### config.mk
export PLATFORM = sky130hd
export DESIGN_NAME = dump_switch_ctrl
export DESIGN_NICKNAME = d
export VERILOG_FILES = /design/src/rtl/dump_switch_ctrl.sv
export SDC_FILE = /design/constraint.sdc
export NUM_CORES = 1
export LEC_CHECK = 0
export CORE_MARGIN = 4
export CORE_UTILIZATION = 51
export CTS_CLUSTER_DIAMETER = 200
export DETAILED_ROUTE_END_ITERATION = 10
export GPL_ROUTABILITY_DRIVEN = 0
export PLACE_DENSITY = 0.78
export SYNTH_ARGS = -nofsm -noshare
export SYNTH_HDL_FRONTEND = slang
export SYNTH_SLANG_ARGS = --single-unit
### constraint.sdc
create_clock -name clk_sys -period 2.4 [get_ports clk_sys]
set_clock_uncertainty 0.05 [all_clocks]
set_input_delay 0.24 -clock clk_sys [delete_from_list [all_inputs] [get_ports clk_sys]]
set_output_delay 0.24 -clock clk_sys [all_outputs]
set_load 0.03 [all_outputs]
### src/rtl/dump_switch_ctrl.sv
// Break-before-make sequencer for the coil dump-stage power switches plus the dump-window timer.
// Optional DUMP_SWITCH_PULSE_CNT_EN adds pulse_cnt, a saturating count of entries into ON.
module dump_switch_ctrl #(
  parameter int DW = 8,
  parameter int TW = 16
) (
  input  logic          clk_sys,
  input  logic          rst_n,
  input  logic          en,
  input  logic          off_start,
  input  logic          on_start,
  input  logic          timer_start,
  input  logic [DW-1:0] dead_cnt,
  input  logic [TW-1:0] min_on_cnt,
  input  logic [TW-1:0] dump_time,
`ifdef DUMP_SWITCH_PULSE_CNT_EN
  output logic [7:0]    pulse_cnt,
`endif
  output logic          gate_on,
  output logic          gate_off,
  output logic          busy,
  output logic          fault,
  output logic          dump_done
);

  typedef enum logic [2:0] {IDLE, DT_ON, ON, DT_OFF, OFF, FAULT} state_t;

  state_t        state_reg;
  logic [DW-1:0] dead_reg;
  logic [TW-1:0] on_cnt_reg;
  logic          pending_reg;
  logic          gate_on_reg;
  logic          gate_off_reg;
  logic          busy_reg;
  logic          fault_reg;
  logic [TW-1:0] timer_cnt_reg;
  logic          timer_prev_reg;
  logic          dump_done_reg;
  logic          srst;
  logic          req_on;
  logic          req_off;
  logic          req_both;
  logic          req_none;
  logic          timer_rise;
`ifdef DUMP_SWITCH_PULSE_CNT_EN
  logic [7:0]    pulse_cnt_reg;
  assign pulse_cnt = pulse_cnt_reg;
`endif

  assign srst       = !rst_n || !en;
  assign req_on     = on_start && !off_start;
  assign req_off    = off_start && !on_start;
  assign req_both   = on_start && off_start;
  assign req_none   = !on_start && !off_start;
  assign timer_rise = timer_start && !timer_prev_reg;

  assign gate_on   = gate_on_reg;
  assign gate_off  = gate_off_reg;
  assign busy      = busy_reg;
  assign fault     = fault_reg;
  assign dump_done = dump_done_reg;

  always_ff @(posedge clk_sys) begin
    if (srst) begin
      state_reg     <= IDLE;
      dead_reg      <= '0;
      on_cnt_reg    <= '0;
      pending_reg   <= 1'b0;
      gate_on_reg   <= 1'b0;
      gate_off_reg  <= 1'b0;
      busy_reg      <= 1'b0;
      fault_reg     <= 1'b0;
`ifdef DUMP_SWITCH_PULSE_CNT_EN
      pulse_cnt_reg <= '0;
`endif
    end else begin
      if (req_both) begin
        state_reg    <= FAULT;
        gate_on_reg  <= 1'b0;
        gate_off_reg <= 1'b0;
        busy_reg     <= 1'b1;
        fault_reg    <= 1'b1;
        pending_reg  <= 1'b0;
      end else if (req_none && state_reg != IDLE) begin
        // Dropping gates needs no dead time and waives min-on; also the FAULT exit.
        state_reg    <= IDLE;
        gate_on_reg  <= 1'b0;
        gate_off_reg <= 1'b0;
        busy_reg     <= 1'b0;
        fault_reg    <= 1'b0;
        pending_reg  <= 1'b0;
      end else begin
        case (state_reg)
          IDLE: begin
            if (req_on) begin
              state_reg <= DT_ON;
              dead_reg  <= dead_cnt;
              busy_reg  <= 1'b1;
            end else if (req_off) begin
              state_reg <= DT_OFF;
              dead_reg  <= dead_cnt;
              busy_reg  <= 1'b1;
            end
          end
          DT_ON: begin
            if (dead_reg == '0) begin
              state_reg   <= ON;
              gate_on_reg <= 1'b1;
              on_cnt_reg  <= TW'(1);
              pending_reg <= 1'b0;
`ifdef DUMP_SWITCH_PULSE_CNT_EN
              if (pulse_cnt_reg != 8'hFF) pulse_cnt_reg <= pulse_cnt_reg + 8'd1;
`endif
            end else begin
              dead_reg <= dead_reg - 1'b1;
            end
          end
          ON: begin
            if (on_cnt_reg != '1) on_cnt_reg <= on_cnt_reg + 1'b1;
            // on_cnt_reg holds the number of cycles gate_on has already been high.
            if ((pending_reg || req_off) && on_cnt_reg >= min_on_cnt) begin
              state_reg   <= DT_OFF;
              dead_reg    <= dead_cnt;
              gate_on_reg <= 1'b0;
              pending_reg <= 1'b0;
            end else if (req_off) begin
              pending_reg <= 1'b1;
            end else if (req_on) begin
              pending_reg <= 1'b0;
            end
          end
          DT_OFF: begin
            if (dead_reg == '0) begin
              state_reg    <= OFF;
              gate_off_reg <= 1'b1;
            end else begin
              dead_reg <= dead_reg - 1'b1;
            end
          end
          OFF: begin
            if (req_on) begin
              state_reg    <= DT_ON;
              dead_reg     <= dead_cnt;
              gate_off_reg <= 1'b0;
            end
          end
          FAULT: begin
            state_reg <= FAULT;
          end
          default: begin
            state_reg    <= IDLE;
            gate_on_reg  <= 1'b0;
            gate_off_reg <= 1'b0;
            busy_reg     <= 1'b0;
            fault_reg    <= 1'b0;
          end
        endcase
      end
`ifdef DUMP_SWITCH_PULSE_CNT_EN
      if (timer_rise) pulse_cnt_reg <= '0;
`endif
    end
  end

  // Dump-window timer runs independently of the gate FSM, including through FAULT.
  always_ff @(posedge clk_sys) begin
    if (srst) begin
      timer_cnt_reg  <= '0;
      timer_prev_reg <= 1'b0;
      dump_done_reg  <= 1'b0;
    end else begin
      timer_prev_reg <= timer_start;
      if (!timer_start) begin
        timer_cnt_reg <= '0;
        dump_done_reg <= 1'b0;
      end else if (timer_rise) begin
        timer_cnt_reg <= '0;
      end else begin
        if (timer_cnt_reg != '1) timer_cnt_reg <= timer_cnt_reg + 1'b1;
        if (dump_time == '0 || timer_cnt_reg >= dump_time - 1'b1) dump_done_reg <= 1'b1;
      end
    end
  end

endmodule

Word level (Yosys, flattened, before mapping)
Index checks and enable logic that the tools add are counted.
{"block": "totals", "reg_bits": 50, "in_bits": 46, "output_inout_bits": 5, "elab_cells": 119}
{"block": "classes", "addsub": 4, "order_cmp": 2, "n_eq_ne": 22, "muxes": 35, "bitwise": 6, "reduce_logical": 38}
{"operator": "$mux 8", "count": 5}
{"operator": "$add 16x1->16 const B", "count": 2}
{"operator": "$ge 16x16->1", "count": 2}
{"operator": "$mux 16", "count": 2}
{"operator": "$ne 16x16->1 const B", "count": 2}
{"operator": "$pmux 16 s2", "count": 1}
{"operator": "$pmux 8 s4", "count": 1}
{"operator": "$mux 3", "count": 8}
{"operator": "$ne 4x4->1 const B", "count": 5}
{"operator": "$pmux 3 s6", "count": 1}
{"operator": "$logic_not 16->1", "count": 1}
{"operator": "$sub 16x1->16 const B", "count": 1}
{"operator": "$reduce_and 5->1", "count": 3}
{"operator": "$mux 1", "count": 13}
{"operator": "$ne 2x2->1 const B", "count": 6}
{"operator": "$reduce_and 3->1", "count": 3}
{"operator": "$logic_not 8->1", "count": 1}
{"operator": "$reduce_or 4->1", "count": 2}
{"operator": "$sub 8x1->8 const B", "count": 1}
{"operator": "$logic_and 1x1->1", "count": 7}
{"operator": "$reduce_and 7->1", "count": 1}
{"operator": "$eq 3x2->1 const B", "count": 2}
{"operator": "$eq 3x3->1 const B", "count": 2}
{"operator": "$ne 3x1->1 const B", "count": 2}
{"operator": "17 further kinds", "count": 33}

Longest topological paths before layout
Gate-level depths: netlist of run 1.
{"block": "depth", "ltp_word": 8, "ltp_mapped": 12, "mapped_depth_nobuf": 12}

Worst setup path before layout of run 1
No wires, ideal clock.
{"block": "synth_timing", "path_kind": "input to register", "start": "input dump_time[6]", "end": "register dump_done_reg, in the netlist dump_done", "setup_ps": 115, "arrival_time_ps": 2422, "path_slack_ps": -188, "cell_stages": 11, "n_path_buf": 0, "cell_sequence": "or4_1 > nor4_1 > nor2b_1 > xnor2_1 > ha_1 > a21oi_1 > nor2b_1 > o21ai_0 > o211ai_1 > o21a_1 > a31o_1"}
{"block": "synth_between", "elab_chain_len": 4, "word_cells_on_any_way": 5}
{"element": "start: declaration", "line": "15", "text": "input logic [TW-1:0] dump_time,"}
{"element": "$sub 16x1->16", "line": "180", "text": "if (dump_time == '0 || timer_cnt_reg >= dump_time - 1'b1) dump_done_reg <= 1'b1;"}
{"element": "$ge 16x16->1", "line": "180"}
{"element": "$logic_or 1x1->1 *", "line": "180"}
{"element": "$reduce_and 2->1 (no source line) *"}
{"element": "end signal: assignment", "line": "170", "text": "dump_done_reg <= 1'b0;"}
{"element": "end signal: assignment", "line": "175", "text": "dump_done_reg <= 1'b0;"}
{"element": "end signal: assignment", "line": "180"}
{"element": "end: declaration", "line": "38", "text": "logic dump_done_reg;"}
Mark *: on every way between the ends. The rest lies on a longest branch, timed or not.
A chain may end at the register's enable or synchronous reset.

Worst setup path in the final report of run 1
{"block": "layout_timing", "start": "input on_start", "end": "register dead_reg[5]"}
{"block": "layout_between", "elab_chain_len": 6, "word_cells_on_any_way": 16}
{"element": "start: declaration", "line": "11", "text": "input logic on_start,"}
{"element": "$logic_not 1->1", "line": "52, 54"}
{"element": "$logic_and 1x1->1", "line": "52", "text": "assign req_off = off_start && !on_start;"}
{"element": "$logic_or 1x1->1", "line": "121", "text": "if ((pending_reg || req_off) && on_cnt_reg >= min_on_cnt) begin"}
{"element": "$logic_and 1x1->1", "line": "121"}
{"element": "$ne 2x2->1 (no source line)"}
{"element": "$reduce_and 7->1 (no source line)"}
{"element": "end signal: assignment", "line": "115", "text": "dead_reg <= dead_reg - 1'b1;"}
{"element": "end signal: assignment", "line": "123", "text": "dead_reg <= dead_cnt;"}
{"element": "end signal: assignment", "line": "137", "text": "dead_reg <= dead_reg - 1'b1;"}
{"element": "end: declaration", "line": "29", "text": "logic [DW-1:0] dead_reg;"}
Several ways; a longest one is shown, not always the timed one.

==> results of run 1 <==
## cell families (layout without fill, tap and decap cells)
group / count (synthesis) / count (layout) / share of synthesized area
AOI/OAI and AO/OA: 109 / 109 / 0.210
xor gates and xnor gates: 30 / 30 / 0.0690
adders and majority gates: 42 / 42 / 0.138
buffers and inverters: 42 / 145 / 0.0447
DFF: 50 / 50 / 0.263
muxes: 6 / 6 / 0.0164
and+or+nand+nor: 185 / 185 / 0.259
## cells in the mapped netlist (3+ instances only)
| library cell | count | area (um^2) |
|---|---|---|
| and2_1 | 4 | 25.0 |
| dfxtp_1 | 50 | 1000 |
| xnor2_1 | 20 | 175 |
| a21o_1 | 5 | 37.5 |
| o21ai_0 | 15 | 75.1 |
| o21a_1 | 5 | 37.5 |
| nand4_1 | 9 | 56.3 |
| buf_1 | 3 | 11.3 |
| a31oi_1 | 3 | 18.8 |
| nor2_1 | 51 | 191 |
| nor3b_1 | 10 | 75.1 |
| nand2_1 | 32 | 120 |
| mux2i_1 | 4 | 40.0 |
| nor4_1 | 5 | 31.3 |
| inv_1 | 27 | 101 |
| and4_1 | 4 | 35.0 |
| a21oi_1 | 24 | 120 |
| a211oi_1 | 6 | 45.0 |
| o21ai_1 | 6 | 30.0 |
| o21bai_1 | 3 | 22.5 |
| nand3_1 | 13 | 65.1 |
| xor2_1 | 10 | 87.6 |
| a22oi_1 | 4 | 30.0 |
| nor2b_1 | 5 | 31.3 |
| and3_1 | 12 | 75.1 |
| a32o_1 | 15 | 150 |
| o211ai_1 | 4 | 30.0 |
| nor3_1 | 17 | 85.1 |
| ha_1 | 42 | 526 |
| nand2b_1 | 9 | 56.3 |
| clkbuf_1 | 6 | 22.5 |
| buf_2 | 4 | 20.0 |
## layer usage
metal	up-vias	part of all wire	global-route usage
met5	-	0	0
met4	0	0.013	0.0674
met3	13	0.068	0.0343
met2	125	0.47	0.378
met1	1746	0.45	0.288
li1	1902	-	-
## worst max-delay path by stage
| stage | start | to | slack (ns) | cells past startpoint |
|---|---|---|---|---|
| after floorplan | dump_time[9] | dump_done | -0.10 | 11 |
| after global placement | dump_time[9] | dump_done | -0.59 | 12 |
| after detailed placement | dump_time[9] | dump_done | -0.72 | 12 |
| after CTS | dump_time[6] | dump_done | -0.04 | 12 |
| after global routing | dump_time[8] | dump_done | -0.05 | 12 |
| final | on_start | dead_reg[5] | 0.06 | 9 |
## where the power goes
group	leakage [nW]	switching [mW]	total [mW]	internal, mW
sequential	0.405	0.0259	0.874	0.848
combinational	1.67	0.311	0.623	0.312
clock	0.0362	0.294	0.494	0.200
## area by class of cell
class / instances / area (um^2)
clock buffer: 5 / 68.8
fill: 592 / 2220
timing repair buffer: 111 / 963
tap: 99 / 124
clock inverter: 2 / 15.0
sequential: 50 / 1000
multi-input combinational: 372 / 2760
inverter: 27 / 101
## critical path, cell delays in order
cell	delay, ns
clkdlybuf4s50_1	0.49
inv_1	0.07
ha_1	0.29
nor2_1	0.06
o311ai_4	0.30
o21a_1	0.20
a21bo_1	0.25
or3_1	0.35
a32o_1	0.25
## metrics by stage
stage | power (mW) | std cells | setup slack, ns
after global routing | 2.10 | 666 | -0.0538
after detailed placement | 1.47 | 654 | -0.719
after CTS | 1.97 | 663 | -0.0382
final | 1.99 | 666 | 0.0578
after global placement | 1.46 | 654 | -0.592
after floorplan | 1.22 | 464 | -0.102
## repair_timing
action,4_1_cts,5_1_grt
buffers inserted,2,3
endpoints found under the setup margin,4,10
gates resized for setup,12,30
gates cloned,0,0
pin swaps,7,17
==> out/metrics.cfg, run 1 <==
[hold_path]
hp-start=fault
hold_path.class=flop to flop
hold_depth=2
min_to=fault

[timing]
fin_crit_sh=0.976
setup_viol=0
finalHoldViolations=0
maxSlewViolCount=0
fin_crit_ns=2.34
tightest_slew_ns=0.419
rsz0062_at_grt=true
finalSetupTns_ns=0
fmax_mhz=427
slew_headroom=0.720
holdWs_ns=0.447

[critical_path]
r2r_start=on_cnt_reg[0]
r2r_cells=8
r2r-end=state_reg[0]
r2r_setup_slack_ns=0.12
crit_fanout=3
cp-end-kind=flop
required_ns=2.56
cp-start-kind=primary input
cp_data_arrival_time_ns=2.51
path_class=primary input to flop

[floorplanning]
die_area_mm2=0.00891
placementRows=31
die_h_um=94.4
die_w_um=94.4
ios=51
start_util=0.525
core-area_mm2=0.00725

[finish]
final_cell_mix=60 x buf_4, 50 x nor2_1, 49 x dfxtp_1, 41 x ha_1, 40 x clkdlybuf4s50_1
diodes=0
drive_gt1_frac=0.187
fin_area_mm2=0.00503
utilization=0.694
syn2layout_area_growth_pct=32.1
finalNetCount=655
mostFrequentLayoutCell=buf_4

[logic_synthesis]
synth_area_mm2=0.00381
synth_edf_count=0
yosysSeqAreaShare=0.263
yosysWarnings=0
ys_ff_latch=50
synth_cell_type_count=62
dominantRegCellSynth=dfxtp_1
postSynthCellCount=464
syn_area_per_cell_um2=8.21
synth_fp_nets=552
async_reset_ff_frac=0

[route]
wl_per_cell_um=14.4
vias=3786
ant_nets=0
wl_um=9580
first_iter_violations=169
drc=0
drtPass1Iterations=5
vias_per_cell=5.68

[power_and_ir_drop]
p_leak_nw=2.11
powerDensity_mw_per_mm2=396
ir_drop_mv=0.219

[cts]
cts_max_level=2
clkSlewWorstSetupHoldPaths_ns=0.09
clk_path_buf_depth=2
clk_latency_ns=0.31
tritoncts=yes
clockRootBuffer=clkbuf_8
ctsHoldBuffers=0
clkSinkCount=50
cts_buffers=5

[grt]
grt_pass1_wl_um=16200
grt_max_degree=24
antenna_found_initial=0
grt_pass1_vias=3651
grt.total_usage=0.221
grt_overflow=0

[flow_run]
maxCapViolations=0

[run_status]
run_status=completed

[placement]
dpl_cell_area_mm2=0.00480
io_buffers=50
post-dp-hpwl_um=7200

Power figures use the tool's default switching activity.
==> run 2: changes to the inputs <==
--- a/config.mk
+++ b/config.mk
@@ -9,7 +9,6 @@
 export CORE_UTILIZATION = 51
 export CTS_CLUSTER_DIAMETER = 200
 export DETAILED_ROUTE_END_ITERATION = 10
-export GPL_ROUTABILITY_DRIVEN = 0
 export PLACE_DENSITY = 0.78
 export SYNTH_ARGS = -nofsm -noshare
 export SYNTH_HDL_FRONTEND = slang
==> out/metrics.cfg, run 2 (same netlist as run 1, synthesis figures left out) <==
[grt]
grtUsageMet1=0.290  ; +0.00153
grt_overflow=0  ; unchanged
top_usage_layer=met2
antenna_found_initial=0  ; unchanged
grt.total_usage=0.223  ; +0.00173
grt_pass1_wl_um=16300  ; +0.47%
met2_usage=0.379  ; +0.00118
grt_max_degree=24  ; unchanged
grt_pass1_vias=3658  ; +0.19%
met3_usage=0.0406  ; +0.00637

[cts]
clk_latency_ns=0.32  ; about the same
clk_path_buf_depth=2  ; unchanged
clockRootBuffer=clkbuf_8
cts_max_level=2  ; unchanged
clkSinkCount=50  ; unchanged
cts_buffers=5  ; unchanged
clkSlewWorstSetupHoldPaths_ns=0.10  ; about the same
tritoncts=yes

[critical_path]
required_ns=2.56  ; about the same
startpoint=dump_time[9]
path_class=primary input to flop
r2r_start=on_cnt_reg[15]
cp-end-kind=flop
cp_data_arrival_time_ns=2.61  ; +0.10 ns
cp-start-kind=primary input
crit_fanout=3  ; unchanged
r2r-end=dead_reg[5]
r2r_cells=7  ; -1
r2r_setup_slack_ns=0.12  ; about the same

[hold_path]
min_to=fault
hold_path.class=flop to flop
hold_depth=2  ; unchanged
hp-start=fault

[route]
vias=3845  ; +1.6%
vias_per_cell=5.76  ; +1.3%
ant_nets=0  ; unchanged
first_iter_violations=189  ; +12%
drtPass1Iterations=4  ; -1
wl_um=9730  ; +1.6%
drc=0  ; unchanged
wl_per_cell_um=14.6  ; +1.3%

[run_status]
violations=setup timing
run_status=finished, violations left

[timing]
fin_crit_ns=2.45  ; +0.103 ns
tightest_slew_ns=0.400  ; -0.0189 ns
rsz0062_at_grt=true
fin_crit_sh=1.02  ; +0.0431
worst_slack_ns=-0.0455  ; -0.103 ns
fmax_mhz=409  ; -4.2%
finalSetupTns_ns=-0.0455  ; -0.0455 ns
setup_viol=1  ; +1
holdWs_ns=0.448  ; +0.00115 ns
finalHoldViolations=0  ; unchanged
maxSlewViolCount=0  ; unchanged
slew_headroom=0.733  ; +0.0126

[power_and_ir_drop]
ir_drop_mv=0.241  ; +9.6%
powerDensity_mw_per_mm2=416  ; +5.2%
p_leak_nw=2.12  ; +0.54%

[finish]
syn2layout_area_growth_pct=33.2
utilization=0.699  ; +0.00535
mostFrequentLayoutCell=buf_4
finalNetCount=656  ; +0.15%
fin_area_mm2=0.00507  ; +0.77%
diodes=0  ; unchanged
final_cell_mix=61 x buf_4, 50 x nor2_1, 49 x dfxtp_1, 41 x ha_1, 41 x clkdlybuf4s50_1
drive_gt1_frac=0.192  ; +0.00462
layoutNonFillerInstCount=668  ; +0.30%

[placement]
place_inst=653  ; -0.15%
post-dp-hpwl_um=7300  ; +1.4%
gp_congestion=0.907
io_buffers=50  ; unchanged
dpl_cell_area_mm2=0.00480  ; -0.16%

[floorplanning]
die_w_um=94.4  ; unchanged
ios=51  ; unchanged
start_util=0.525  ; unchanged
placementRows=31  ; unchanged
die_area_mm2=0.00891  ; unchanged
die_h_um=94.4  ; unchanged
core-area_mm2=0.00725  ; unchanged

[flow_run]
maxCapViolations=0  ; unchanged

## run 2: cell types whose count changed in the layout (fill, tap and decap cells not counted), sizes merged
cell and delta:
buf +1, dlygate4sd2 +2, clkinv +2, clkdlybuf4s50 +1, clkdlybuf4s15 +1, bufinv +1
clkinvlp -2, clkbuf -1, dlymetal6s2s -3
## run 2: timing repair
item                                    4_1_cts  5_1_grt
pin swaps                                    10       23
resized for setup                            17       25
hold buffers                                  0        0
setup buffers                                 4        3
endpoints found under the setup margin        4       11
## run 2: area by class of cell
| type | count | area, um^2 |
|---|---|---|
| flip-flops and latches | 50 | 1000 |
| repair buffers | 112 | 966 |
| inverters | 27 | 101 |
| clock buffers | 5 | 68.8 |
| fillers | 585 | 2180 |
| multi-input cells | 372 | 2770 |
| clock inverters | 3 | 40.0 |
| well taps | 99 | 124 |
## run 2: how the worst max path moves through the flow
stage	end	slack (ns)	depth (start not counted)
2_1_floorplan	dump_done	-0.10	11
6_report	dump_done	-0.05	12
3_5_place_dp	dump_done	-0.72	12
4_1_cts	dump_done	-0.04	12
5_1_grt	dump_done	-0.17	12
3_3_place_gp	dump_done	-0.58	12
## run 2: metal layers
layer  vias up  routed length [um]
met5         -                   0
met4         0                 114
met3        11                 500
met2       108                4620
met1      1823                4500
li1       1903                   -
## run 2: per-stage QoR
stage / setup slack, ns / power, mW
finish: -0.0455 / 2.11
global route: -0.170 / 2.21
CTS: -0.0391 / 2.07
detailed placement: -0.720 / 1.47
global placement: -0.585 / 1.45
floorplan: -0.102 / 1.22
## run 2: power breakdown
| part | switching [mW] | internal, mW |
|---|---|---|
| registers | 0.0272 | 0.848 |
| logic | 0.311 | 0.316 |
| clock network | 0.300 | 0.307 |
## run 2: critical path, cell delays in order
cell	delay, ns
buf_6	0.09
or4_4	0.55
nor4_4	0.28
nor2b_4	0.22
xnor2_2	0.07
ha_1	0.33
a21oi_2	0.15
nor2b_1	0.07
o21ai_1	0.15
o211ai_1	0.12
o21a_1	0.17
a31o_1	0.17
